--- config.mk ---
export PLATFORM = sky130hd
export DESIGN_NAME = fifo_uart_tx
export DESIGN_NICKNAME = d
export VERILOG_FILES = /design/src/rtl/fifo_uart_tx.sv
export SDC_FILE = /design/constraint.sdc
export NUM_CORES = 1
export LEC_CHECK = 0
export CORE_MARGIN = 2
export CORE_UTILIZATION = 40
export CTS_BUF_LIST = sky130_fd_sc_hd__clkbuf_4 sky130_fd_sc_hd__clkbuf_8
export DETAILED_ROUTE_END_ITERATION = 8
export DONT_BUFFER_PORTS = 1
export PLACE_DENSITY = 0.62
export SYNTH_ARGS = -nofsm -noshare
export SYNTH_HDL_FRONTEND = slang
export SYNTH_SLANG_ARGS = --single-unit
--- constraint.sdc ---
create_clock -name clk -period 1.9 [get_ports clk]
set_input_delay 0.57 -clock clk [delete_from_list [all_inputs] [get_ports clk]]
set_output_delay 0.57 -clock clk [all_outputs]
set_load 0.01 [all_outputs]
--- src/rtl/fifo_uart_tx.sv ---
// Read-side FIFO client: drains bytes and serialises each one as a UART 8N1 frame.
// Pops are combinational so the FIFO front is captured in the same cycle as the pop.
module fifo_uart_tx #(
  parameter int CLKS_PER_BIT = 1250,
  parameter int WIDTH        = 8
) (
  input  logic             clk,
  input  logic             rst,
  input  logic             i_enable,
  input  logic             i_fifo_empty,
  input  logic [WIDTH-1:0] i_fifo_data,
  output logic             o_fifo_pop,
  output logic             o_tx,
  output logic             o_busy
);
  localparam int BAUD_W = $clog2(CLKS_PER_BIT);
  localparam int BIT_W  = $clog2(WIDTH + 1);

  typedef enum logic [1:0] {S_IDLE, S_START, S_DATA, S_STOP} state_t;

  state_t            r_state, w_state_nxt;
  logic [BAUD_W-1:0] r_baud, w_baud_nxt;
  logic [BIT_W-1:0]  r_bit, w_bit_nxt;
  logic [WIDTH-1:0]  r_shift, w_shift_nxt;
  logic              r_empty_q, r_tx, r_busy;
  logic              w_tx_nxt, w_busy_nxt, w_bit_end, w_pop;

  assign w_bit_end = (r_baud == BAUD_W'(CLKS_PER_BIT - 1));
  // empty_q blocks a pop in the first cycle after the FIFO was empty
  assign w_pop = !rst && (r_state == S_IDLE) && i_enable && !i_fifo_empty && !r_empty_q;

  always_ff @(posedge clk) begin
    if (rst) begin
      r_state   <= S_IDLE;
      r_baud    <= '0;
      r_bit     <= '0;
      r_shift   <= '0;
      r_empty_q <= 1'b1;
      r_tx      <= 1'b1;
      r_busy    <= 1'b0;
    end else begin
      r_state   <= w_state_nxt;
      r_baud    <= w_baud_nxt;
      r_bit     <= w_bit_nxt;
      r_shift   <= w_shift_nxt;
      r_empty_q <= i_fifo_empty;
      r_tx      <= w_tx_nxt;
      r_busy    <= w_busy_nxt;
    end
  end

  always_comb begin
    w_state_nxt = r_state;
    w_baud_nxt  = r_baud;
    w_bit_nxt   = r_bit;
    w_shift_nxt = r_shift;
    case (r_state)
      S_IDLE: begin
        if (w_pop) begin
          w_state_nxt = S_START;
          w_baud_nxt  = '0;
          w_shift_nxt = i_fifo_data;
        end
      end
      S_START: begin
        w_baud_nxt = w_bit_end ? '0 : r_baud + 1'b1;
        if (w_bit_end) begin
          w_state_nxt = S_DATA;
          w_bit_nxt   = '0;
        end
      end
      S_DATA: begin
        w_baud_nxt = w_bit_end ? '0 : r_baud + 1'b1;
        if (w_bit_end) begin
          w_shift_nxt = r_shift >> 1;
          w_bit_nxt   = r_bit + 1'b1;
          if (r_bit == BIT_W'(WIDTH - 1)) w_state_nxt = S_STOP;
        end
      end
      S_STOP: begin
        w_baud_nxt = w_bit_end ? '0 : r_baud + 1'b1;
        if (w_bit_end) w_state_nxt = S_IDLE;
      end
      default: w_state_nxt = S_IDLE;
    endcase
  end

  // Line level follows the next state, so tx/busy only move on bit boundaries
  always_comb begin
    o_fifo_pop = w_pop;
    w_busy_nxt = (w_state_nxt != S_IDLE);
    case (w_state_nxt)
      S_START: w_tx_nxt = 1'b0;
      S_DATA:  w_tx_nxt = w_shift_nxt[0];
      default: w_tx_nxt = 1'b1;
    endcase
  end

  assign o_tx   = r_tx;
  assign o_busy = r_busy;
endmodule

==> metrics.md, run 1 <==
| Metric | Value |
|---|---|
| Yosys Warn Count | 0 |
| Area Overhead vs Synth | 12.3% |
| Largest net degree at the start of global routing | 32 |
| Final period utilization | 0.961 |
| Syn_nets | 189 |
| Synth Instances | 174 |
| Leak pwr | 0.567 nW |
| Num CTS Buffers | 3 |
| Slew Limit Fails | 0 |
| Largest delay share family, worst path | simple AND/OR/NAND/NOR gates |
| PortBufs | 0 |
| CTS Buffer Depth | 2 |
| Status | completed |
| Buf/Inv on CP | 0 |
| Total global-route track usage | 0.168 |
| Critical Setup Path Class | reg2reg |
| CP Launch Type | flip-flop |
| Initial antenna violation count | 0 |
| Vias in the first global route | 1,274 |
| Least-Margin Pin Slew | 0.570 ns |
| Layout filler cell count | 362 |
| Core area | 3690 um2 |
| DR vias/cell | 5.91 |
| Distinct cells, synth | 53 |
| Crit Path Max Fanout | 9 |
| Root buffer cell | clkbuf_8 |
| DP HPWL | 2.49 mm |
| Worst-Skew Late Latency | 0.27 ns |
| Setup violators final | 0 |
| DP Cell Count | 225 |
| First-pass GRT wire length | 5.71 mm |
| F_max | 0.548 GHz |
| TritonCTS clock tree | built |
| Post-Route WL | 3.49 mm |
| Die Span Y | 66.2 um |
| Io pins | 15 |
| Critical-path cell list | or4b_4, nor3_4, o221a_2, a41oi_2 |
| TritonRoute pass-1 iters | 5 |
| Max-Cap Viols | 0 |
| Routed Antenna Nets | 0 |
| VDD IR max | 0.546 mV |
| Tot Pwr | 0.00103 W |
| Final Hold Slack | 0.352 ns |
| Grt ovf | 0 |
| DR vias | 1,371 |
| Critical path data arrival time | 1.97 ns |
| CP Capture Type | flip-flop |
| Inserted Diodes | 0 |
| Netlist Area Pre-Place | 1550 um2 |
| Max incr delay on CP | 0.63 ns |
| Synth Register Bits | 28 |
| Synth Flop Type | dfxtp_1 |
| WP data required | 2.04 ns |
| Fin nets | 200 |
| H-tree depth | 1 |
| Post-Syn Area per Cell | 8.88 um2 |
| Routed len/inst | 15.1 um |
| Slowest library cell on the worst path | or4b_4 |
| CTS sink count | 28 |
| Initial Util | 0.419 |
| Fin. Hold Viols | 0 |
| Setup bufs post-CTS | 0 |
| Min-delay worst type | in2reg |
| Routability cong. | 0.826 |
| FP Rows | 22 |
| EDFF count, synth | 0 |
| Async SR Flop Fraction | 0 |
| Cell Count, Final, Fillers Out | 232 |
| Hold_buf cts | 0 |
| Pwr Density | 592 nW/um2 |
| Fin crit period | 1.83 ns |
| Post-CTS resize count | 0 |
| Initial DRC count | 90 |
| Seq/Total Area, Yosys | 0.363 |
| Slew headroom | 0.617 |
| DRC Markers | 0 |
| Clock transition at the registers of the reported paths | 0.10 ns |
| Clock Skew | 0.00506 ns |
| Layout cells sized above 1 | 0.217 |
| Die width | 66.2 um |
| Die area | 4380 um2 |
area by class of cell:
class	instances	area, um2	share of cell area
multi-input combinational	130	910	0.524
sequential	28	561	0.323
timing repair buffer	18	135	0.0779
tap	48	60.1	0.0346
clock buffer	4	55.1	0.0317
inverter	4	15.0	0.00865
routing by layer:
layer,GRT usage,share of wire,vias to the layer above,routed length (um)
met5,0,0,-,0
met4,0.0459,0.013,0,47
met3,0.0375,0.034,4,117
met2,0.273,0.46,27,1620
met1,0.224,0.49,650,1700
li1,-,-,690,-
worst register-to-register path, stage by stage, from the launching register on:
cell and delay (ns):
dfxtp_1 0.41, or4b_4 0.63, nor3_4 0.26, o221a_2 0.28, a41oi_2 0.11
power by group:
part / internal (W) / switching (W) / leakage, nW
Sequential: 0.000597 / 0.00000897 / 0.226
Clock: 0.000186 / 0.000185 / 0.0288
Combinational: 0.0000258 / 0.0000254 / 0.312
synth_stat cells (2+ instances only):
cell | count | area (um2)
nor2_1 | 5 | 18.8
nand4_1 | 2 | 12.5
ha_1 | 3 | 37.5
mux2i_1 | 2 | 20.0
a41oi_1 | 3 | 26.3
nor2b_1 | 4 | 25.0
a22oi_1 | 6 | 45.0
dfxtp_1 | 28 | 561
nand2_1 | 16 | 60.1
o21ai_0 | 2 | 10.0
nand3_1 | 14 | 70.1
nor3_1 | 5 | 25.0
buf_2 | 5 | 25.0
nand2b_1 | 2 | 12.5
or2_2 | 3 | 18.8
clkbuf_1 | 5 | 18.8
inv_1 | 3 | 11.3
a21oi_1 | 16 | 80.1
o21ai_1 | 5 | 25.0
a311oi_1 | 7 | 61.3
nand3b_1 | 2 | 15.0
o41ai_1 | 2 | 17.5
a31oi_1 | 4 | 25.0
registers in the layout, summed over array words and instances (netlist names):
name / count
o_busy: 1
o_tx: 1
r_baud: 11
r_bit: 4
r_empty_q: 1
r_shift: 8
r_state: 2
worst paths after layout:
path                           start                 endpoint  slack [ns]  cells after the start
max           r_baud[2]$_SDFFE_PP0P_          o_tx$_SDFF_PP1_        0.07                      4
min                              rst    r_shift[0]$_SDFF_PP0_        0.35                      1
max reg2reg   r_baud[2]$_SDFFE_PP0P_          o_tx$_SDFF_PP1_        0.07                      4
min reg2reg  r_shift[4]$_SDFFE_PP0P_  r_shift[4]$_SDFFE_PP0P_        0.47                      2
cell families (layout without fill, tap and decap cells):
kind of cell               after synthesis  after routing  synth area share
AOI/OAI and AO/OA                       57             57             0.274
xor gates and xnor gates                 2              2            0.0113
adders and majority gates                3              3            0.0243
buffers and inverters                   16             26            0.0502
DFF                                     28             28             0.363
muxes                                    2              2            0.0130
and+or+nand+nor                         66             66             0.265
stage by stage:
stage	instance area (um2)	util	setup WS (ns)	TNS, ns
2_1_floorplan	1550	-	0.0230	0
3_3_place_gp	1660	0.449	0.0897	0
3_5_place_dp	1660	0.449	0.0754	0
4_1_cts	1710	0.464	0.0513	0
5_1_grt	1740	0.470	-0.00349	-0.00349
6_report	1740	0.470	0.0739	0
cells in the final DEF, fill, tap and decap left out, types with 2 or more instances in the layout:
| master | n |
|---|---|
| nand3_1 | 14 |
| nand2b_1 | 2 |
| or2_2 | 3 |
| o41ai_1 | 2 |
| a41oi_1 | 3 |
| o21ai_0 | 2 |
| nor3_1 | 5 |
| nand4_1 | 2 |
| a311oi_1 | 7 |
| a22oi_1 | 6 |
| nor2b_1 | 4 |
| inv_1 | 3 |
| nor2_1 | 5 |
| mux2i_1 | 2 |
| ha_1 | 3 |
| clkbuf_8 | 4 |
| a21oi_1 | 16 |
| buf_4 | 18 |
| nand3b_1 | 2 |
| nand2_1 | 15 |
| dfxtp_1 | 28 |
| a31oi_1 | 4 |
| o21ai_1 | 5 |
Note: power is estimated with default switching activity, not from simulation.
==> inputs of run 2 (changes only) <==
--- a/config.mk
+++ b/config.mk
@@ -10,7 +10,7 @@
 export CTS_BUF_LIST = sky130_fd_sc_hd__clkbuf_4 sky130_fd_sc_hd__clkbuf_8
 export DETAILED_ROUTE_END_ITERATION = 8
 export DONT_BUFFER_PORTS = 1
-export PLACE_DENSITY = 0.62
+export PLACE_DENSITY = 0.6
 export SYNTH_ARGS = -nofsm -noshare
 export SYNTH_HDL_FRONTEND = slang
 export SYNTH_SLANG_ARGS = --single-unit
==> constraint.sdc (replaced) <==
create_clock -name clk -period 2.3 [get_ports clk]
set_input_delay 0.69 -clock clk [delete_from_list [all_inputs] [get_ports clk]]
set_output_delay 0.69 -clock clk [all_outputs]
set_load 0.01 [all_outputs]
==> run 2 against run 1 <==
  * Cell area decreased by 5.0%
  * Core utilization decreased by 2.3 points
  * Total power decreased by 10%
  * Clock skew decreased by 0.0022 ns
  * Hold slack improved by 0.12 ns
  * Worst setup slack improved by 0.16 ns
  * Combinational power decreased by 34%
  * Critical path type is now reg2out
==> metrics.md, run 2 (synthesized netlist as in run 1, its figures left out) <==
| Metric | Value |
|---|---|
| Max FFs per register | 11 (unchanged) |
| Int Power | 0.000743 W (-8.1%) |
| Grt ovf | 0 (unchanged) |
| Die width | 66.2 um (unchanged) |
| Vias in the first global route | 1,240 (-2.7%) |
| Tot Pwr | 0.000922 W (-10%) |
| Crit Path Max Fanout | 15 (+6) |
| Logic pwr share | 0.036 (-0.014) |
| Die Span Y | 66.2 um (unchanged) |
| Most common cell after layout, fill and taps aside | dfxtp_1 |
| RSZ-0062 raised after global routing | false |
| First-pass GRT wire length | 5.55 mm (-2.9%) |
| DP HPWL | 2.32 mm (-6.8%) |
| Routability cong. | 0.827 (+0.21%) |
| Post-Route WL | 3.22 mm (-7.7%) |
| Slew headroom | 0.642 (+0.0246) |
| Routed Antenna Nets | 0 (unchanged) |
| Least-Margin Pin Slew | 0.536 ns (-0.0333 ns) |
| Core area | 3690 um2 (unchanged) |
| Largest net degree at the start of global routing | 32 (unchanged) |
| Status | completed |
| Post-route setup slack | 0.238 ns (+0.164 ns) |
| Area Overhead vs Synth | 6.72% |
| Initial DRC count | 35 (-61%) |
| F_max | 0.485 GHz |
| DRC Markers | 0 (unchanged) |
| PortBufs | 0 (unchanged) |
| DR vias/cell | 6.03 (+2.1%) |
| Io pins | 15 (unchanged) |
| DR top layer | met4 |
| Switching power | 0.000179 W (-18%) |
| Top reg by flops | r_baud |
| VDD IR max | 0.394 mV (-28%) |
| Min-delay worst type | reg2reg |
| Largest delay share family, worst path | flip-flops |
| Die area | 4380 um2 (unchanged) |
| Routed wl met3 | 138 um (+18%) |
| Post-CTS resize count | 0 (unchanged) |
| Fin area | 1650 um2 (-5.0%) |
| Pwr Density | 559 nW/um2 (-5.6%) |
| H-tree depth | 1 (unchanged) |
| Total global-route track usage | 0.162 (-0.00600) |
| Final period utilization | 0.896 |
| Clock Skew | 0.00290 ns (-0.00215 ns) |
| Hold_buf cts | 0 (unchanged) |
| Most frequent cells in the layout | dfxtp_1, nand2_1, a21oi_1 |
| Initial antenna violation count | 0 (unchanged) |
| TritonRoute pass-1 iters | 4 (-1) |
| Routed len/inst | 14.8 um (-1.7%) |
| Fin. Hold Viols | 0 (unchanged) |
| TritonCTS clock tree | built |
| Buf/Inv on CP | 1 (+1) |
| FP Rows | 22 (unchanged) |
| Setup_tns | 0 ns (unchanged) |
| Slew Limit Fails | 0 (unchanged) |
| CP Launch Type | flip-flop |
| Setup violators final | 0 (unchanged) |
| Clock transition at the registers of the reported paths | 0.09 ns (about the same) |
| Leak pwr | 0.500 nW (-12%) |
| Setup bufs post-CTS | 0 (unchanged) |
| CP Capture Type | output pin |
| CTS Buffer Depth | 2 (unchanged) |
| Worst slack at placement | 0.282 ns (+0.206 ns) |
| Top Registers | r_baud: 11 flops, r_shift: 8 flops, r_bit: 4 flops |
| Critical-path cell list | nor2_4, nand2_1, inv_2 |
| Inserted Diodes | 0 (unchanged) |
| Root buffer cell | clkbuf_8 |
| DR vias | 1,315 (-4.1%) |
| Initial Util | 0.419 (unchanged) |
| CTS sink count | 28 (unchanged) |
| Fin util | 0.447 (-0.0234) |
| Fin nets | 186 (-7.0%) |
| Layout filler cell count | 362 (unchanged) |
| Max-Cap Viols | 0 (unchanged) |
| Fin crit period | 2.06 ns |
| Num CTS Buffers | 3 (unchanged) |
| WL met1 | 1.58 mm (-7.5%) |
| Sw Share | 0.194 (-0.0192) |
| Worst-Skew Late Latency | 0.27 ns (about the same) |
| Critical Setup Path Class | reg2out |
| Critical path data arrival time | 1.37 ns (-0.60 ns) |
| Clock share of power | 0.418 (+0.058) |
| Max incr delay on CP | 0.49 ns (-0.14 ns) |
| Sequential share of power | 0.545 (-0.045) |
| Layout cells sized above 1 | 0.147 (-0.0703) |
| WP data required | 1.61 ns (-0.43 ns) |
| DP Area | 1570 um2 (-5.1%) |
| Slowest library cell on the worst path | dfxtp_1 |
| Met2 wire len | 1.47 mm (-9.3%) |
run 2: path summary, 6_finish.rpt:
check | depth (start not counted) | start | to | slack, ns
max | 3 | r_state[0]$_SDFF_PP0_ | o_fifo_pop | 0.24
min | 2 | r_shift[3]$_SDFFE_PP0P_ | r_shift[3]$_SDFFE_PP0P_ | 0.47
max reg2reg | 6 | r_baud[1]$_SDFFE_PP0P_ | r_baud[9]$_SDFFE_PP0P_ | 0.34
min reg2reg | 2 | r_shift[3]$_SDFFE_PP0P_ | r_shift[3]$_SDFFE_PP0P_ | 0.47
run 2: through the flow:
stage | hold WS [ns] | instances
after global routing | 0.452 | 218
final | 0.469 | 218
after CTS | 0.463 | 218
after global placement | 0.448 | 214
after detailed placement | 0.456 | 214
after floorplan | 0.448 | 174
run 2: per-layer routing:
metal | GRT usage | vias to the layer above
li1 | - | 665
met4 | 0.0459 | 0
met5 | 0 | -
met1 | 0.206 | 620
met3 | 0.0409 | 4
met2 | 0.270 | 26
run 2: power by group through the flow:
stage	Clock, W	Sequential [W]	Combinational, W
3_5_place_dp	0	0.000514	0.0000336
4_1_cts	0.000397	0.000503	0.0000336
5_1_grt	0.000422	0.000505	0.0000380
3_3_place_gp	0	0.000513	0.0000327
6_report	0.000386	0.000503	0.0000336
2_1_floorplan	0	0.000511	0.0000349
run 2: worst reg2reg max path: stages, from the launching register on:
cell and delay, ns:
dfxtp_1 0.41, inv_1 0.08, ha_1 0.22, and4bb_1 0.28, a31oi_4 0.44, a41oi_1 0.18
a311oi_1 0.28
run 2: area by class of cell:
type,count,area (um2),area share
Multi-Input combinational cell,130,912,0.553
Sequential cell,28,561,0.340
Tap cell,48,60.1,0.0364
Clock buffer,3,41.3,0.0250
Clock inverter,1,30.0,0.0182
Timing Repair Buffer,4,30.0,0.0182
Inverter,4,15.0,0.00910
==> inputs of run 3 (changes only) <==
--- a/config.mk
+++ b/config.mk
@@ -8,6 +8,7 @@
 export CORE_MARGIN = 2
 export CORE_UTILIZATION = 40
 export CTS_BUF_LIST = sky130_fd_sc_hd__clkbuf_4 sky130_fd_sc_hd__clkbuf_8
+export CTS_CLUSTER_SIZE = 12
 export DETAILED_ROUTE_END_ITERATION = 8
 export DONT_BUFFER_PORTS = 1
 export PLACE_DENSITY = 0.6
==> results of run 3 <==
Final layout, timing and power as in run 2 (identical DEF).
